$ cat src/rtl/pwm_capture.sv
// PWM receiver: synchronizes an asynchronous PWM input and measures its high
// time and period in clock cycles, with a timeout for missing or stuck input.
module pwm_capture #(
   parameter int WIDTH = 9
) (
   input  logic             i_clk,
   input  logic             i_rst_n,
   input  logic             i_pwm,
   output logic [WIDTH-1:0] o_high,
   output logic [WIDTH-1:0] o_period,
   output logic             o_valid,
   output logic             o_timeout,
   output logic             o_level
);

   typedef enum logic [1:0] {
      ST_IDLE,
      ST_ARMED,
      ST_HIGH,
      ST_LOW
   } state_t;

   localparam logic [WIDTH-1:0] MAX = '1;
   localparam logic [WIDTH-1:0] ONE = WIDTH'(1);

   logic             s1;
   logic             s2;
   logic             s3;
   logic [1:0]       fill;
   state_t           state;
   logic [WIDTH-1:0] cnt;
   logic [WIDTH-1:0] high_lat;
   logic             rise;
   logic             fall;
   logic             at_max;

   assign rise    = s2 & ~s3;
   assign fall    = ~s2 & s3;
   assign at_max  = (cnt == MAX);
   assign o_level = s2;

   always_ff @(posedge i_clk) begin
      if (!i_rst_n) begin
         s1        <= 1'b0;
         s2        <= 1'b0;
         s3        <= 1'b0;
         fill      <= 2'b00;
         state     <= ST_IDLE;
         cnt       <= '0;
         high_lat  <= '0;
         o_high    <= '0;
         o_period  <= '0;
         o_valid   <= 1'b0;
         o_timeout <= 1'b0;
      end else begin
         s1      <= i_pwm;
         s2      <= s1;
         s3      <= s2;
         fill    <= {fill[0], 1'b1};
         o_valid <= 1'b0;

         case (state)
            // The cleared synchronizer reads low right after reset; only a
            // low that has really been sampled may arm the measurement.
            ST_IDLE: begin
               cnt <= '0;
               if (fill[1] && !s2) begin
                  state <= ST_ARMED;
               end
            end

            ST_ARMED: begin
               cnt <= '0;
               if (rise) begin
                  cnt   <= ONE;
                  state <= ST_HIGH;
               end
            end

            ST_HIGH: begin
               if (at_max) begin
                  o_timeout <= 1'b1;
                  cnt       <= '0;
                  state     <= ST_IDLE;
               end else begin
                  cnt <= cnt + ONE;
                  if (fall) begin
                     high_lat <= cnt;
                     state    <= ST_LOW;
                  end
               end
            end

            // A rise with cnt at MAX is still a valid period: the edge wins.
            ST_LOW: begin
               if (rise) begin
                  o_high    <= high_lat;
                  o_period  <= cnt;
                  o_valid   <= 1'b1;
                  o_timeout <= 1'b0;
                  cnt       <= ONE;
                  state     <= ST_HIGH;
               end else if (at_max) begin
                  o_timeout <= 1'b1;
                  cnt       <= '0;
                  state     <= ST_IDLE;
               end else begin
                  cnt <= cnt + ONE;
               end
            end

            default: begin
               cnt   <= '0;
               state <= ST_IDLE;
            end
         endcase
      end
   end

endmodule

$ cat config.mk
export PLATFORM = sky130hd
export DESIGN_NAME = pwm_capture
export DESIGN_NICKNAME = d
export VERILOG_FILES = /design/src/rtl/pwm_capture.sv
export SDC_FILE = /design/constraint.sdc
export NUM_CORES = 1
export LEC_CHECK = 0
export ABC_AREA = 1
export CAP_MARGIN = 20
export CORE_ASPECT_RATIO = 0.5
export CORE_MARGIN = 3
export CORE_UTILIZATION = 57
export CTS_CLUSTER_SIZE = 24
export DETAILED_ROUTE_END_ITERATION = 12
export GPL_TIMING_DRIVEN = 0
export PLACE_DENSITY = 0.86
export SYNTH_ARGS = -nofsm -noshare
export SYNTH_HDL_FRONTEND = slang
export SYNTH_SLANG_ARGS = --single-unit
$ cat constraint.sdc
create_clock -name i_clk -period 4.1 [get_ports i_clk]
set_input_delay 0.82 -clock i_clk [delete_from_list [all_inputs] [get_ports i_clk]]
set_output_delay 0.82 -clock i_clk [all_outputs]
set_load 0.01 [all_outputs]
==> flow_metrics.py, run 1 <==
metrics = {
    "logic_synthesis": {
        "yosys_warnings": 0,
        "synthArstFlopShare": 0,
        "synth_top_area_share": 0.526,
        "syn_inst": 213,
        "avgSynthCellArea_um2": 8.05,
        "synth_nets": 218,
        "synthTopCellsByArea": "dfxtp_1, nand2_1, nand3_1",
        "yosysTopAreaCell": "dfxtp_1",
        "ys_types": 24,
        "synth-seq-cells": 45,
        "yosysSeqAreaShare": 0.526,
        "syn_area_mm2": 0.00171,
        "synth-edff-count": 0,
        "ys.flop_type": "dfxtp_1",
    },
    "placement": {
        "io_buffers": 23,
        "dp_hpwl_um": 2710,
        "place.gp.congestion": 0.873,
    },
    "clocking": {
        "cts_setup_buffers": 0,
        "cts_buffer_depth": 2,
        "ctsHtreeMaxLevel": 2,
        "cts_sinks": 45,
        "cts_tree": "done",
        "path_clk_slew_ns": 0.08,
        "cts_resized": 0,
        "root_buffer": "clkbuf_8",
        "clock_latency_ns": 0.30,
        "cts_hold_buf": 0,
        "numCtsBuffers": 5,
    },
    "global_route": {
        "grt_use_total": 0.217,
        "grt_max_degree": 14,
        "use_met1": 0.270,
        "grt_pass1_wl_um": 6180,
        "gr-usage-met2": 0.384,
        "busiest_layer": "met2",
        "antenna_found_initial": 0,
        "met3_usage": 0.0546,
        "grt_pass1_vias": 1307,
        "grt-ovfl-total": 0,
    },
    "cells_and_area": {
        "final_nets": 248,
        "multi_input_area_um2": 698,
        "register_area_um2": 901,
        "drive_gt1_frac": 0.123,
        "num_antenna_cells": 0,
        "syn2layout_area_growth_pct": 22.9,
        "fillers": 197,
    },
    "floorplanning": {
        "initial_core_util": 0.627,
        "fp.dieH_um": 44.8,
        "core_region_area_mm2": 0.00273,
        "dieArea_mm2": 0.00374,
        "row_count": 13,
        "die_x_um": 83.6,
        "io_pins": 24,
    },
    "worst_setup_path": {
        "required_ns": 4.34,
        "startpoint_type": "flip-flop",
        "end_kind": "flip-flop",
        "cp_max_fo": 5,
        "cp_data_arrival_time_ns": 2.41,
        "critPathKind": "reg2reg",
    },
    "sta": {
        "slew_headroom": 0.685,
        "setup_viol": 0,
        "rsz0062_at_grt": "no",
        "hold_viol": 0,
        "tightest_slew_ns": 0.472,
        "drv_slew": 0,
        "fin_crit_ns": 2.17,
        "skew_ns": 0.00496,
        "timing.fmax_mhz": 461,
        "period_share": 0.529,
        "setup_tns_ns": 0,
    },
    "routing": {
        "dr.first_iter.drc_count": 70,
        "post_drt_wl_per_cell_um": 13.7,
        "viasPerCell": 5.27,
        "drc_errors": 0,
        "drt_first_pass_iters": 4,
        "ant_nets": 0,
        "drt_wl_total_um": 3840,
        "vias": 1481,
    },
    "pwr": {
        "leakage_nw": 0.901,
        "power.density_mw_per_mm2": 451,
        "peakVddDrop_mv": 0.269,
        "p_total_uw": 950,
    },
    "min_path": {
        "hp-class": "reg2reg",
    },
    "run_status": {
        "status": "finished, final reports clean",
    },
    "flow_run": {
        "max_cap_violations": 0,
    },
}
-- power by group --
group / total (mW) / internal [mW] / leakage [nW] / switching [mW]
Combinational: 0.136 / 0.0463 / 0.478 / 0.0901
Sequential: 0.469 / 0.453 / 0.364 / 0.0159
Clock: 0.344 / 0.199 / 0.0585 / 0.146
Total: 0.950 / 0.698 / 0.901 / 0.252
-- state kept, by name (all words and copies together) (netlist names), 2 cells and up --
name	cells
fill	2
high_lat	9
cnt	9
o_high	9
o_period	9
state	2
-- Yosys cell counts, types with 4 or more instances --
cell / instances
nor3_1: 4
dfxtp_1: 45
inv_1: 12
nand3_1: 26
inv_2: 4
nor2_2: 9
nor2_1: 22
a21oi_1: 7
o21ai_0: 7
o21ai_1: 9
nand2_1: 49
-- logic make-up (layout without fill, tap and decap cells) --
family / count (synthesis) / after routing / synth area share
adder cells (fa/ha/maj): 2 / 2 / 0.0146
flip-flops: 45 / 45 / 0.526
AO/OA/AOI/OAI: 23 / 23 / 0.0671
buffers and inverters: 25 / 56 / 0.0671
AND/OR/NAND/NOR: 117 / 117 / 0.320
XOR/XNOR: 1 / 1 / 0.00511
-- final timing paths --
kind                              from        to  slack, ns  cells after the start
worst max-delay path            cnt[0]  state[1]       1.93                     12
worst min-delay path                s1   o_level       0.43                      2
worst max register to register  cnt[0]  state[1]       1.93                     12
worst min register to register      s1   o_level       0.43                      2
-- layout by cell type (no fill, tap or decap), types with 3 or more instances in the layout --
master | synthesis | final
dfxtp_1 | 45 | 45
o21ai_1 | 9 | 9
a21oi_1 | 7 | 7
inv_2 | 4 | 4
o21ai_0 | 7 | 7
clkbuf_8 | 0 | 6
nor2_2 | 9 | 9
nor3_1 | 4 | 4
clkbuf_1 | 2 | 3
nor2_1 | 22 | 22
nand3_1 | 26 | 26
clkdlybuf4s50_1 | 0 | 23
nand2_1 | 49 | 49
inv_1 | 12 | 12
-- per-layer routing --
layer | up-vias | routed length, um
li1 | 742 | -
met1 | 688 | 1760
met2 | 46 | 1840
met3 | 5 | 200
met4 | 0 | 38
met5 | - | 0
-- final cells by class --
type,instances,share of cell area
sequential,45,0.428
multi-input combinational,143,0.331
tap,37,0.0220
timing repair buffer,23,0.109
buffer,8,0.0220
clock inverter,1,0.0143
inverter,17,0.0327
clock buffer,7,0.0410
-- critical path, stage by stage (launching register included) --
cell and delay, ns:
dfxtp_1 0.45, ha_1 0.23, nand3_1 0.13, nor2_1 0.16, nand3_1 0.12, nor2_1 0.16
ha_1 0.24, inv_1 0.11, nand3_1 0.15, nand3_1 0.12, nand2_1 0.10, nand2_1 0.05
nor2_1 0.09
-- through the flow --
stage / util / instance area [um2] / hold slack, ns / instances / worst slack [ns]
after floorplan: - / 1710 / 0.390 / 213 / 2.41
after global placement: 0.728 / 1990 / 0.401 / 273 / 1.93
after detailed placement: 0.728 / 1990 / 0.431 / 273 / 1.88
after CTS: 0.771 / 2110 / 0.441 / 281 / 1.99
after global routing: 0.771 / 2110 / 0.463 / 281 / 1.79
final: 0.771 / 2110 / 0.431 / 281 / 1.93
Note: power is estimated with default switching activity, not from simulation.
==> run 2, diff against run 1 <==
--- a/config.mk
+++ b/config.mk
@@ -9,11 +9,11 @@
 export CAP_MARGIN = 20
 export CORE_ASPECT_RATIO = 0.5
 export CORE_MARGIN = 3
-export CORE_UTILIZATION = 57
+export CORE_UTILIZATION = 47
 export CTS_CLUSTER_SIZE = 24
 export DETAILED_ROUTE_END_ITERATION = 12
 export GPL_TIMING_DRIVEN = 0
-export PLACE_DENSITY = 0.86
+export PLACE_DENSITY = 0.76
 export SYNTH_ARGS = -nofsm -noshare
 export SYNTH_HDL_FRONTEND = slang
 export SYNTH_SLANG_ARGS = --single-unit
==> constraint.sdc (replaced) <==
create_clock -name i_clk -period 1.9 [get_ports i_clk]
set_input_delay 0.38 -clock i_clk [delete_from_list [all_inputs] [get_ports i_clk]]
set_output_delay 0.38 -clock i_clk [all_outputs]
set_load 0.01 [all_outputs]
==> flow_metrics.py, run 2 (synthesized netlist as in run 1, its figures left out) <==
metrics = {
    "run_status": {
        "status": "finished, final reports clean",
    },
    "global_route": {
        "use_met1": 0.231,
        "grt_use_total": 0.178,
        "met3_usage": 0.0511,
        "grt-ovfl-total": 0,
        "grt_max_degree": 14,
        "grt_pass1_vias": 1426,
        "busiest_layer": "met2",
        "antenna_found_initial": 0,
        "gr-usage-met2": 0.281,
        "grt_pass1_wl_um": 6400,
    },
    "floorplanning": {
        "initial_core_util": 0.529,
        "dieArea_mm2": 0.00445,
        "io_pins": 24,
        "fp.dieH_um": 48.7,
        "die_x_um": 91.4,
        "row_count": 14,
        "core_region_area_mm2": 0.00324,
    },
    "placement": {
        "io_buffers": 23,
        "place.gp.congestion": 0.834,
        "dp_hpwl_um": 2500,
    },
    "worst_setup_path": {
        "required_ns": 2.14,
        "path_cells": "ha_4 -> nand3_4 -> nor2_4 -> nand3_2 -> nor2_2 -> ha_2 -> nand2_1 -> nand3_2 -> nand3_1 -> nand2_1 -> nand2_1 -> nor2_1",
        "path_buf_inv": 0,
        "startpoint_type": "flip-flop",
        "crit_top_cell": "nand2_1",
        "slowest_stage": "dfxtp_4",
        "rrSetupSlack_ns": 0.07,
        "cp_max_fo": 4,
        "end_kind": "flip-flop",
        "cp_data_arrival_time_ns": 2.07,
        "critPathKind": "reg2reg",
        "crit_family": "simple AND/OR/NAND/NOR gates",
        "max_stage_delay_ns": 0.39,
    },
    "sta": {
        "drv_slew": 0,
        "fin_crit_ns": 1.83,
        "period_share": 0.963,
        "setup_viol": 0,
        "tightest_slew_ns": 0.463,
        "hold_viol": 0,
        "timing.fmax_mhz": 546,
        "skew_ns": 0.00300,
        "slew_headroom": 0.692,
    },
    "routing": {
        "post_drt_wl_per_cell_um": 13.1,
        "drc_errors": 0,
        "viasPerCell": 5.13,
        "dr.first_iter.drc_count": 62,
        "ant_nets": 0,
        "drt_first_pass_iters": 5,
        "drt_wl_total_um": 3850,
        "vias": 1512,
    },
    "clocking": {
        "cts_hold_buf": 0,
        "path_clk_slew_ns": 0.08,
        "cts_tree": "done",
        "clock_latency_ns": 0.30,
        "cts_sinks": 45,
        "root_buffer": "clkbuf_8",
        "cts_buffer_depth": 2,
        "numCtsBuffers": 5,
        "ctsHtreeMaxLevel": 2,
    },
    "pwr": {
        "p_sw_frac": 0.276,
        "p_int_mw": 1.49,
        "switchingPower_uw": 566,
        "leakage_nw": 0.914,
        "peakVddDrop_mv": 0.418,
        "combPwrFrac": 0.162,
        "p_total_mw": 2.05,
        "power.density_mw_per_mm2": 929,
        "clkPwrFrac": 0.342,
        "pwr-share-seq": 0.496,
    },
    "cells_and_area": {
        "fillers": 279,
        "final_cell_mix": "nand2_1, dfxtp_1, clkdlybuf4s50_1",
        "drive_gt1_frac": 0.190,
        "syn2layout_area_growth_pct": 28.9,
        "layout_commonest_cell": "nand2_1",
        "final_nets": 252,
        "utilization": 0.682,
        "num_antenna_cells": 0,
    },
    "min_path": {
        "hp-class": "reg2reg",
    },
    "flow_run": {
        "max_cap_violations": 0,
    },
}
==> run 2: changes by cell type in the layout (fill, tap and decap cells not counted), sizes merged <==
cell    change
buf         +3
clkbuf      -2
clkinv      +1
inv         +1
==> run 2: layer usage <==
metal  part of all wire  up-vias
li1                   -      753
met1               0.49      716
met5                  0        -
met4              0.025        0
met3              0.035       11
met2               0.45       32
==> run 2: power by group through the flow <==
| stage | Clock, mW | Sequential (mW) | Combinational, mW |
|---|---|---|---|
| 6_report | 0.702 | 1.02 | 0.334 |
| 3_5_place_dp | 0 | 1.04 | 0.269 |
| 5_1_grt | 0.748 | 1.02 | 0.375 |
| 4_1_cts | 0.705 | 1.02 | 0.281 |
| 2_1_floorplan | 0 | 1.02 | 0.227 |
| 3_3_place_gp | 0 | 1.03 | 0.261 |
==> run 2: cell type report <==
type / count / area, um2 / share of cell area
Buffer: 8 / 46.3 / 0.0210
Clock buffer: 5 / 68.8 / 0.0311
Clock inverter: 2 / 35.0 / 0.0159
Inverter: 17 / 68.8 / 0.0311
Multi-Input combinational cell: 143 / 763 / 0.345
Sequential cell: 45 / 908 / 0.411
Tap cell: 48 / 60.1 / 0.0272
Timing Repair Buffer: 26 / 253 / 0.114
Timing Repair inverter: 1 / 6.26 / 0.00283
==> run 2: final timing paths <==
path / start / endpoint / depth (start not counted)
worst min-delay path: s1 / o_level / 2
worst max-delay path: cnt[0] / state[1] / 12
worst min register to register: s1 / o_level / 2
worst max register to register: cnt[0] / state[1] / 12
==> run 2: worst register-to-register path, stage by stage, from the launching register on <==
cell and delay, ns:
dfxtp_4 0.39, ha_4 0.16, nand3_4 0.10, nor2_4 0.14, nand3_2 0.09, nor2_2 0.11
ha_2 0.22, nand2_1 0.10, nand3_2 0.12, nand3_1 0.13, nand2_1 0.09, nand2_1 0.05
nor2_1 0.09
==> run 2: timing repair <==
item | 4_1_cts | 5_1_grt
gates resized for setup | 11 | 9
pin swaps | 2 | 3
setup buffers | 1 | 2
gates cloned | 1 | 0
setup endpoints to repair | 18 | 18
==> run 2: per-stage QoR <==
stage | worst slack (ns) | std cells | instance area (um2) | setup TNS [ns] | hold WS [ns]
after floorplan | 0.207 | 213 | 1710 | 0 | 0.390
after global placement | -0.0479 | 284 | 2000 | -0.399 | 0.396
after detailed placement | -0.116 | 284 | 2000 | -1.17 | 0.400
after CTS | 0.00323 | 293 | 2150 | 0 | 0.419
after global routing | -0.0330 | 295 | 2210 | -0.0330 | 0.434
final | 0.0696 | 295 | 2210 | 0 | 0.417
